**config.mk**
```make
export PLATFORM = sky130hd
export DESIGN_NAME = mult_div_unit
export DESIGN_NICKNAME = d
export VERILOG_FILES = /design/src/rtl/mult_div_unit.sv
export SDC_FILE = /design/constraint.sdc
export NUM_CORES = 1
export LEC_CHECK = 0
export ABC_CLOCK_PERIOD_IN_PS = 3700
export CORE_MARGIN = 2
export CORE_UTILIZATION = 59
export DETAILED_ROUTE_END_ITERATION = 7
export GPL_TIMING_DRIVEN = 0
export PLACE_DENSITY = 0.87
export SETUP_SLACK_MARGIN = 0.4
export SLEW_MARGIN = 20
export SYNTH_ARGS = -nofsm -noshare
export SYNTH_HDL_FRONTEND = slang
export SYNTH_SLANG_ARGS = --single-unit
```
**constraint.sdc**
```tcl
create_clock -name clk -period 3.7 [get_ports clk]
set_clock_uncertainty 0.15 [all_clocks]
set_input_delay 0.74 -clock clk [delete_from_list [all_inputs] [get_ports clk]]
set_output_delay 0.74 -clock clk [all_outputs]
set_load 0.02 [all_outputs]
```
**src/rtl/mult_div_unit.sv**
```systemverilog
// rtl/mult_div_unit.sv - iterative 32-bit multiply/divide unit owning HI/LO
module mult_div_unit (
  input  logic        clk,
  input  logic        reset,
  input  logic        start,
  input  logic [1:0]  op,
  input  logic [31:0] rs_val,
  input  logic [31:0] rt_val,
  input  logic        mthi,
  input  logic        mtlo,
  output logic        busy,
  output logic        done,
  output logic [31:0] hi,
  output logic [31:0] lo
);

  typedef enum logic [1:0] {S_IDLE, S_RUN, S_FIX} state_t;

  state_t      state_q, state_d;
  logic [4:0]  count_q, count_d;
  logic        is_div_q, is_div_d;
  logic [31:0] opnd_q, opnd_d;
  logic [31:0] acc_hi_q, acc_hi_d;
  logic [31:0] acc_lo_q, acc_lo_d;
  logic [31:0] dvd_q, dvd_d;
  logic        neg_q, neg_d;
  logic        rs_neg_q, rs_neg_d;
  logic        dz_q, dz_d;
  logic [31:0] hi_q, hi_d;
  logic [31:0] lo_q, lo_d;
  logic        busy_q, busy_d;
  logic        done_q, done_d;

  logic        signed_op, rs_neg, rt_neg;
  logic [31:0] rs_abs, rt_abs;
  logic [32:0] mul_sum;
  logic [32:0] div_shift, div_trial;
  logic [63:0] prod, prod_fix;
  logic [31:0] quo_fix, rem_fix;

  assign signed_op = ~op[0];
  assign rs_neg    = signed_op & rs_val[31];
  assign rt_neg    = signed_op & rt_val[31];
  assign rs_abs    = rs_neg ? (32'd0 - rs_val) : rs_val;
  assign rt_abs    = rt_neg ? (32'd0 - rt_val) : rt_val;

  // 33-bit sum keeps the carry that shifts into the accumulator MSB
  assign mul_sum   = {1'b0, acc_hi_q} + {1'b0, opnd_q};
  assign div_shift = {acc_hi_q, acc_lo_q[31]};
  assign div_trial = div_shift - {1'b0, opnd_q};

  assign prod      = {acc_hi_q, acc_lo_q};
  assign prod_fix  = neg_q ? (64'd0 - prod) : prod;
  assign quo_fix   = neg_q ? (32'd0 - acc_lo_q) : acc_lo_q;
  assign rem_fix   = rs_neg_q ? (32'd0 - acc_hi_q) : acc_hi_q;

  always_ff @(posedge clk or negedge reset) begin
    if (!reset) begin
      state_q  <= S_IDLE;
      count_q  <= 5'd0;
      is_div_q <= 1'b0;
      opnd_q   <= 32'd0;
      acc_hi_q <= 32'd0;
      acc_lo_q <= 32'd0;
      dvd_q    <= 32'd0;
      neg_q    <= 1'b0;
      rs_neg_q <= 1'b0;
      dz_q     <= 1'b0;
      hi_q     <= 32'd0;
      lo_q     <= 32'd0;
      busy_q   <= 1'b0;
      done_q   <= 1'b0;
    end else begin
      state_q  <= state_d;
      count_q  <= count_d;
      is_div_q <= is_div_d;
      opnd_q   <= opnd_d;
      acc_hi_q <= acc_hi_d;
      acc_lo_q <= acc_lo_d;
      dvd_q    <= dvd_d;
      neg_q    <= neg_d;
      rs_neg_q <= rs_neg_d;
      dz_q     <= dz_d;
      hi_q     <= hi_d;
      lo_q     <= lo_d;
      busy_q   <= busy_d;
      done_q   <= done_d;
    end
  end

  always_comb begin
    state_d = state_q;
    case (state_q)
      S_IDLE:  if (start) state_d = S_RUN;
      S_RUN:   if (count_q == 5'd31) state_d = S_FIX;
      S_FIX:   state_d = S_IDLE;
      default: state_d = S_IDLE;
    endcase
  end

  always_comb begin
    busy_d = (state_d != S_IDLE);
    done_d = (state_q == S_FIX);
  end

  always_comb begin
    count_d  = count_q;
    is_div_d = is_div_q;
    opnd_d   = opnd_q;
    acc_hi_d = acc_hi_q;
    acc_lo_d = acc_lo_q;
    dvd_d    = dvd_q;
    neg_d    = neg_q;
    rs_neg_d = rs_neg_q;
    dz_d     = dz_q;
    hi_d     = hi_q;
    lo_d     = lo_q;
    case (state_q)
      S_IDLE: begin
        if (start) begin
          // opnd holds the multiplicand or the divisor; acc_lo the other operand
          count_d  = 5'd0;
          is_div_d = op[1];
          opnd_d   = op[1] ? rt_abs : rs_abs;
          acc_hi_d = 32'd0;
          acc_lo_d = op[1] ? rs_abs : rt_abs;
          dvd_d    = rs_val;
          neg_d    = rs_neg ^ rt_neg;
          rs_neg_d = rs_neg;
          dz_d     = (rt_val == 32'd0);
        end else begin
          if (mthi) hi_d = rs_val;
          if (mtlo) lo_d = rs_val;
        end
      end
      S_RUN: begin
        count_d = count_q + 5'd1;
        if (is_div_q) begin
          if (!div_trial[32]) begin
            acc_hi_d = div_trial[31:0];
            acc_lo_d = {acc_lo_q[30:0], 1'b1};
          end else begin
            acc_hi_d = div_shift[31:0];
            acc_lo_d = {acc_lo_q[30:0], 1'b0};
          end
        end else if (acc_lo_q[0]) begin
          acc_hi_d = mul_sum[32:1];
          acc_lo_d = {mul_sum[0], acc_lo_q[31:1]};
        end else begin
          acc_hi_d = {1'b0, acc_hi_q[31:1]};
          acc_lo_d = {acc_hi_q[0], acc_lo_q[31:1]};
        end
      end
      S_FIX: begin
        if (!is_div_q) begin
          hi_d = prod_fix[63:32];
          lo_d = prod_fix[31:0];
        end else if (dz_q) begin
          hi_d = dvd_q;
          lo_d = 32'hFFFF_FFFF;
        end else begin
          hi_d = rem_fix;
          lo_d = quo_fix;
        end
      end
      default: ;
    endcase
  end

  assign busy = busy_q;
  assign done = done_q;
  assign hi   = hi_q;
  assign lo   = lo_q;

endmodule
```
==> results of run 1 <==
-- sequential cells by signal, indices dropped and copies added, names as in the netlist, 2 cells and up --
register	flops
acc_lo_q	32
hi	32
state_q	2
acc_hi_q	32
dvd_q	32
lo	32
opnd_q	32
count_q	5
-- area by class of cell --
cell class,count,area (um2)
diodes,1,2.50
plain buffers,175,798
clock buffers,27,632
clock inverters,17,236
fillers,2141,7400
inverters,71,277
multi-input cells,1804,12100
flip-flops and latches,205,5140
well taps,384,480
repair buffers,193,1870
-- where the power goes --
| part | internal [mW] | leakage (nW) | switching [mW] |
|---|---|---|---|
| combinational | 6.83 | 5.95 | 9.77 |
| sequential | 3.31 | 2.53 | 1.05 |
| clock | 1.59 | 0.421 | 1.11 |
-- cells by family (layout without fill, tap and decap cells) --
family                     Yosys count  in the layout  synth area share
AOI/OAI and AO/OA                  720            720             0.255
buffers and inverters              246            483            0.0550
adders and majority gates           72             72            0.0525
and+or+nand+nor                    721            721             0.190
muxes                               93             93            0.0541
other                                0              1                 0
xor gates and xnor gates           198            198            0.0995
DFF                                205            205             0.294
-- worst max path at each step --
stage | from | slack, ns | cells past startpoint | to
final | rs_val[4] | 0.23 | 9 | acc_lo_q[19]
after global routing | acc_hi_q[27] | 0.15 | 11 | acc_hi_q[31]
after CTS | acc_lo_q[0] | 0.17 | 13 | hi[28]
after detailed placement | acc_lo_q[0] | -0.94 | 14 | hi[8]
after global placement | reset | -6.81 | 1 | opnd_q[6]
after floorplan | acc_hi_q[24] | 0.40 | 11 | acc_hi_q[8]
-- synthesized netlist by cell type, types with 34 or more instances --
| cell type | instances |
|---|---|
| inv_1 | 69 |
| xnor2_1 | 127 |
| xor2_1 | 71 |
| mux2i_1 | 83 |
| nand2_1 | 325 |
| clkbuf_1 | 143 |
| a21oi_1 | 195 |
| ha_1 | 70 |
| o21ai_0 | 217 |
| o211ai_1 | 34 |
| dfrtp_1 | 205 |
| o22ai_1 | 39 |
| nor2_1 | 172 |
-- metrics by stage --
| stage | setup WS, ns | power (mW) | utilization |
|---|---|---|---|
| 5_1_grt | 0.146 | 24.8 | 0.744 |
| 3_5_place_dp | -0.945 | 18.4 | 0.665 |
| 4_1_cts | 0.175 | 22.1 | 0.721 |
| 6_report | 0.233 | 23.7 | 0.744 |
| 3_3_place_gp | -6.81 | 18.1 | 0.663 |
| 2_1_floorplan | 0.404 | 14.1 | - |
-- layer usage --
layer / wire length (um) / share of wire / up-vias / GRT usage
met5: 49 / 0.00065 / - / 0
met1: 27200 / 0.36 / 9419 / 0.594
met3: 9970 / 0.13 / 491 / 0.136
met4: 6340 / 0.084 / 6 / 0.287
met2: 32100 / 0.42 / 1576 / 0.721
li1: - / - / 8499 / -
-- repair_timing --
action / 4_1_cts / 5_1_grt
setup endpoints to repair: 114 / 87
pin swaps: 28 / 37
gates resized for setup: 121 / 149
cloned: 1 / 1
endpoints found under the hold margin: 17 / 0
hold buffers: 1 / 0
buffers inserted: 39 / 24
-- worst reg2reg max path: stages, from the launching register on --
cell	delay (ns)
dfrtp_1	0.40
inv_2	0.08
ha_4	0.22
a21o_1	0.18
or3_4	0.33
o221a_4	0.34
a31oi_4	0.23
a21oi_4	0.10
o21a_1	0.24
nor3_4	0.34
buf_4	0.19
buf_8	0.14
mux2i_2	0.24
o221ai_1	0.13
==> results.yml, run 1 <==
synth:
  synthTopCellsByArea: "dfrtp_1 (29%), nand2_1 (7.0%), xnor2_1 (6.4%)"
  synth.distinct_cells: 85
  synth.net_count: 2398
  yosysWarningCount: 0
  syn-instance-count: 2255
  syn_area_per_cell_um2: 7.73
  async_flop_share: 1.00
  yosysTopAreaCell: "dfrtp_1"
  yosysSeqAreaShare: 0.294
  synth_seq_cells: 205
  synth_top_area_share: 0.294
  synth_flop_cell: "dfrtp_1"
  synth_edf_count: 0
  syn_area_mm2: 0.0174
drt:
  first_pass_iters: 8
  drcViolationCount: 53
  drt-total-wl_um: 75600
  vias: 19991
  vias_per_cell: 6.95
  dr.first_iter.drc_count: 2894
  postRouteAntennaNets: 0
  wire_per_inst_um: 26.3
clocking:
  clk_latency_ns: 0.56
  ctsRootBufferMaster: "clkbuf_16"
  clkTransAtPathRegs_ns: 0.07
  htree_levels: 1
  cts_tree: "done"
  cts_buffers: 24
  clock_sinks: 205
  clockBufferDepth: 3
worst_setup_path:
  critPathLaunchType: "primary input"
  cp_max_fo: 5
  critPathCaptureType: "flop"
  crit_chain: "clkdlybuf4s50_1 > or3_4 > nor4_4 > nand3_2 > o21ai_0 > xor2_1 > a21oi_1 > o21ai_0 > nand2_1"
  reg2reg_setup_slack_ns: 0.24
  crit_type: "in2reg"
  timing.rr.start: "opnd_q[5]"
  cp.required_ns: 3.99
  rr_worst_depth: 13
  crit_path_frequent_cell: "o21ai_0"
  critPathSlowestCell: "clkdlybuf4s50_1"
  rr_endpoint: "acc_hi_q[16]"
  crit_family: "simple AND/OR/NAND/NOR gates"
  arrival_ns: 3.76
  cpPeakStageDelay_ns: 0.62
  path_buf_inv: 1
timing:
  report.final.slew_viol_count: 0
  fmax_ghz: 0.288
  finalSetupViolCount: 0
  holdWs_ns: 0.331
  setup_tns_ns: 0
  finalHoldViolCount: 0
  slew_headroom: 0.256
  post-route-min-period_ns: 3.47
  rsz0062_at_grt: "yes"
  tightest_slew_ns: 1.12
  period_share: 0.937
cells_and_area:
  area_growth_pct: 23.5
  final_area_mm2: 0.0215
  fin_cells: 2877
  drive_gt1_frac: 0.127
  final_cell_mix: "nand2_1 (324), o21ai_0 (197), dfrtp_1 (194)"
  nets: 2617
  final_common_cell: "nand2_1"
die:
  row_count: 62
  io_pins: 137
  dieHeight_um: 176
  dieArea_mm2: 0.0309
  initial_core_util: 0.602
  core_mm2: 0.0289
  die-width_um: 176
grt:
  grt_max_degree: 97
  grt_pass1_vias: 18987
  grt_pass1_wl_um: 111000
  grt_overflow: 0
  antenna_found_initial: 5
  gr-usage-all-layers: 0.473
hold_path:
  min_to: "dvd_q[23]"
  min_from: "dvd_q[23]"
  hold_class: "reg2reg"
  holdPathStages: 2
place:
  place_area_mm2: 0.0192
  port_buffers: 125
  hpwl_um: 55200
  place_congestion: 1.03
  place_inst: 2766
power:
  leakage_nw: 8.91
  vdd_drop_max_uv: 638
  power_density_mw_per_mm2: 1100
flow_run:
  drv_cap: 0
outcome:
  status: "finished, violations left"
  violations: "design-rule violations"
No activity file was read; power rests on OpenSTA's default activity.
==> inputs of run 2 (changes only) <==
- ABC_CLOCK_PERIOD_IN_PS: 3700 -> 2900
- CORE_UTILIZATION: 59 -> 55
- PLACE_DENSITY: 0.87 -> 0.85
- clock period: 3.7 -> 2.9 ns (I/O delays scaled with it)
==> run 2 against run 1 <==
Compared with the run above:
- the flow finishes with violations (design-rule violations, negative setup slack)
- clock power is 29% higher
- cell count up 3.4%
- combinational power grew 43%
- non-clock buffer count increased by 81
- first-iteration DRC count increased by 11%
- sequential power is 30% higher
- cell area grew 11%
- register-to-register slack worse by 0.79 ns
- wire length grew 13%
- total power up 39%
- utilization rose by 1.8 points
==> results.yml, run 2 (synthesized netlist as in run 1, its figures left out) <==
outcome:
  status: "finished, violations left"
  violations: "design-rule violations, negative setup slack"
worst_setup_path:
  critPathLaunchType: "flop"
  path_buf_inv: 4
  cp-startpoint: "opnd_q[25]"
  cp_max_fo: 10
  cpPeakStageDelay_ns: 0.39
  critPathSlowestCell: "dfrtp_1"
  arrival_ns: 3.69
  crit_type: "reg2reg"
  cp.required_ns: 3.14
  crit_chain: "inv_2 > ha_4 > buf_6 > a21o_1 > a21o_1 > a21o_1 > a2111oi_4 > a21oi_2 > a221o_1 > nor3_4 > buf_12 > buf_12 > mux2i_1 > o221ai_1"
  critPathCaptureType: "flop"
  crit_path_frequent_cell: "a21o_1"
  crit_family: "compound AO/OA/AOI/OAI gates"
  timing.rr.start: "opnd_q[25]"
cells_and_area:
  final_core_util: 0.762
  final_area_mm2: 0.0239
  final_common_cell: "nand2_1"
  area_growth_pct: 37.3
  fillers: 2115
  diodes: 0
  drive_gt1_frac: 0.253
  nets: 2699
  final_cell_mix: "nand2_1 (311), dfrtp_1 (191), a21oi_1 (160)"
die:
  dieHeight_um: 182
  initial_core_util: 0.555
  core_mm2: 0.0314
  dieArea_mm2: 0.0331
  row_count: 65
  die-width_um: 182
  io_pins: 137
place:
  hpwl_um: 55300
  port_buffers: 125
  place_ws_ns: -1.18
  place_area_mm2: 0.0198
  place_congestion: 1.00
grt:
  grt_overflow: 0
  grt_max_degree: 96
  gr-usage-all-layers: 0.456
  grt_pass1_wl_um: 116000
  grt_pass1_vias: 19464
  antenna_found_initial: 4
power:
  leakage_nw: 10.0
  power_density_mw_per_mm2: 1370
  vdd_drop_max_uv: 812
hold_path:
  hold_class: "in2reg"
  min_from: "rs_val[7]"
clocking:
  clock_sinks: 205
  ctsRootBufferMaster: "clkbuf_16"
  cts_buffers: 25
  clk_latency_ns: 0.57
  htree_levels: 1
  clkTransAtPathRegs_ns: 0.06
  cts_tree: "done"
  clockBufferDepth: 3
drt:
  vias: 21161
  drcViolationCount: 17
  drt-total-wl_um: 85600
  wire_per_inst_um: 28.8
  first_pass_iters: 8
  postRouteAntennaNets: 0
  dr.first_iter.drc_count: 3226
  vias_per_cell: 7.11
flow_run:
  drv_cap: 0
timing:
  holdWs_ns: 0.174
  tightest_slew_ns: 1.14
  period_share: 1.19
  finalHoldViolCount: 0
  finalSetupViolCount: 79
  post-route-min-period_ns: 3.45
  slew_headroom: 0.242
  fmax_ghz: 0.290
  finalWorstSetupSlack_ns: -0.550
  report.final.slew_viol_count: 0
  rsz0062_at_grt: "yes"
==> run 2: changes by cell type in the layout (fill, tap and decap cells not counted), moves of 14 or more <==
cell / delta
o21ai_0: -93
clkbuf_2: +38
o21ai_2: +27
a21oi_1: -17
xor2_1: -14
xnor2_1: -28
xnor2_2: +27
buf_4: +56
clkdlybuf4s50_1: -20
clkbuf_1: -29
buf_6: +21
xor2_2: +14
o21ai_1: +56
==> run 2: what timing repair did <==
action	in CTS	in global routing
gates cloned	0	1
hold endpoints to repair	47	0
pin swaps	117	133
hold buffers	1	0
resized for setup	350	282
endpoints found under the setup margin	182	174
setup buffers	81	64
==> run 2: routing by layer <==
metal  global-route usage  up-vias  routed length [um]
li1                     -     8669                   -
met1                0.575     9929               29100
met2                0.700     1916               35900
met3                0.110      639               12400
met4                0.299        8                7940
met5                    0        -                 184
==> run 2: where the power goes <==
part,switching [mW],internal (mW)
clock network,1.42,2.07
logic,13.9,9.78
registers,1.43,4.22
==> run 2: cell type report <==
cell class,instances,area [um2],share of cell area
multi-input cells,1804,13500,0.566
flip-flops and latches,205,5150,0.215
repair buffers,274,2550,0.107
plain buffers,175,1000,0.0420
clock buffers,31,698,0.0292
well taps,402,503,0.0210
inverters,71,294,0.0123
clock inverters,13,190,0.00795
==> run 2: worst register-to-register path, delay by kind of cell (launching register included) <==
kind | cells | cell delay [ns]
flops | 1 | 0.39
mux | 1 | 0.22
buf+inv | 4 | 0.56
fa+ha+maj | 1 | 0.21
simple gates | 1 | 0.25
compound gates | 7 | 1.49
==> run 2: path summary, 6_finish.rpt <==
kind	cells after the start	slack [ns]	endpoint
setup / recovery	14	-0.55	acc_hi_q[3]
setup reg to reg	14	-0.55	acc_hi_q[3]
hold reg to reg	2	0.33	dvd_q[5]
hold / removal	3	0.17	dvd_q[7]
max in group asynchronous	3	1.30	acc_hi_q[24]
min in group asynchronous	2	0.37	lo[10]
==> run 2: per-stage QoR <==
step	setup TNS (ns)	instances	power, mW
after floorplan	-10.71	2255	18.4
after global placement	-1652.28	2782	23.6
after detailed placement	-111.21	2784	24.1
after CTS	-16.65	2910	29.5
after global routing	-29.70	2975	34.2
final	-24.06	2975	32.9
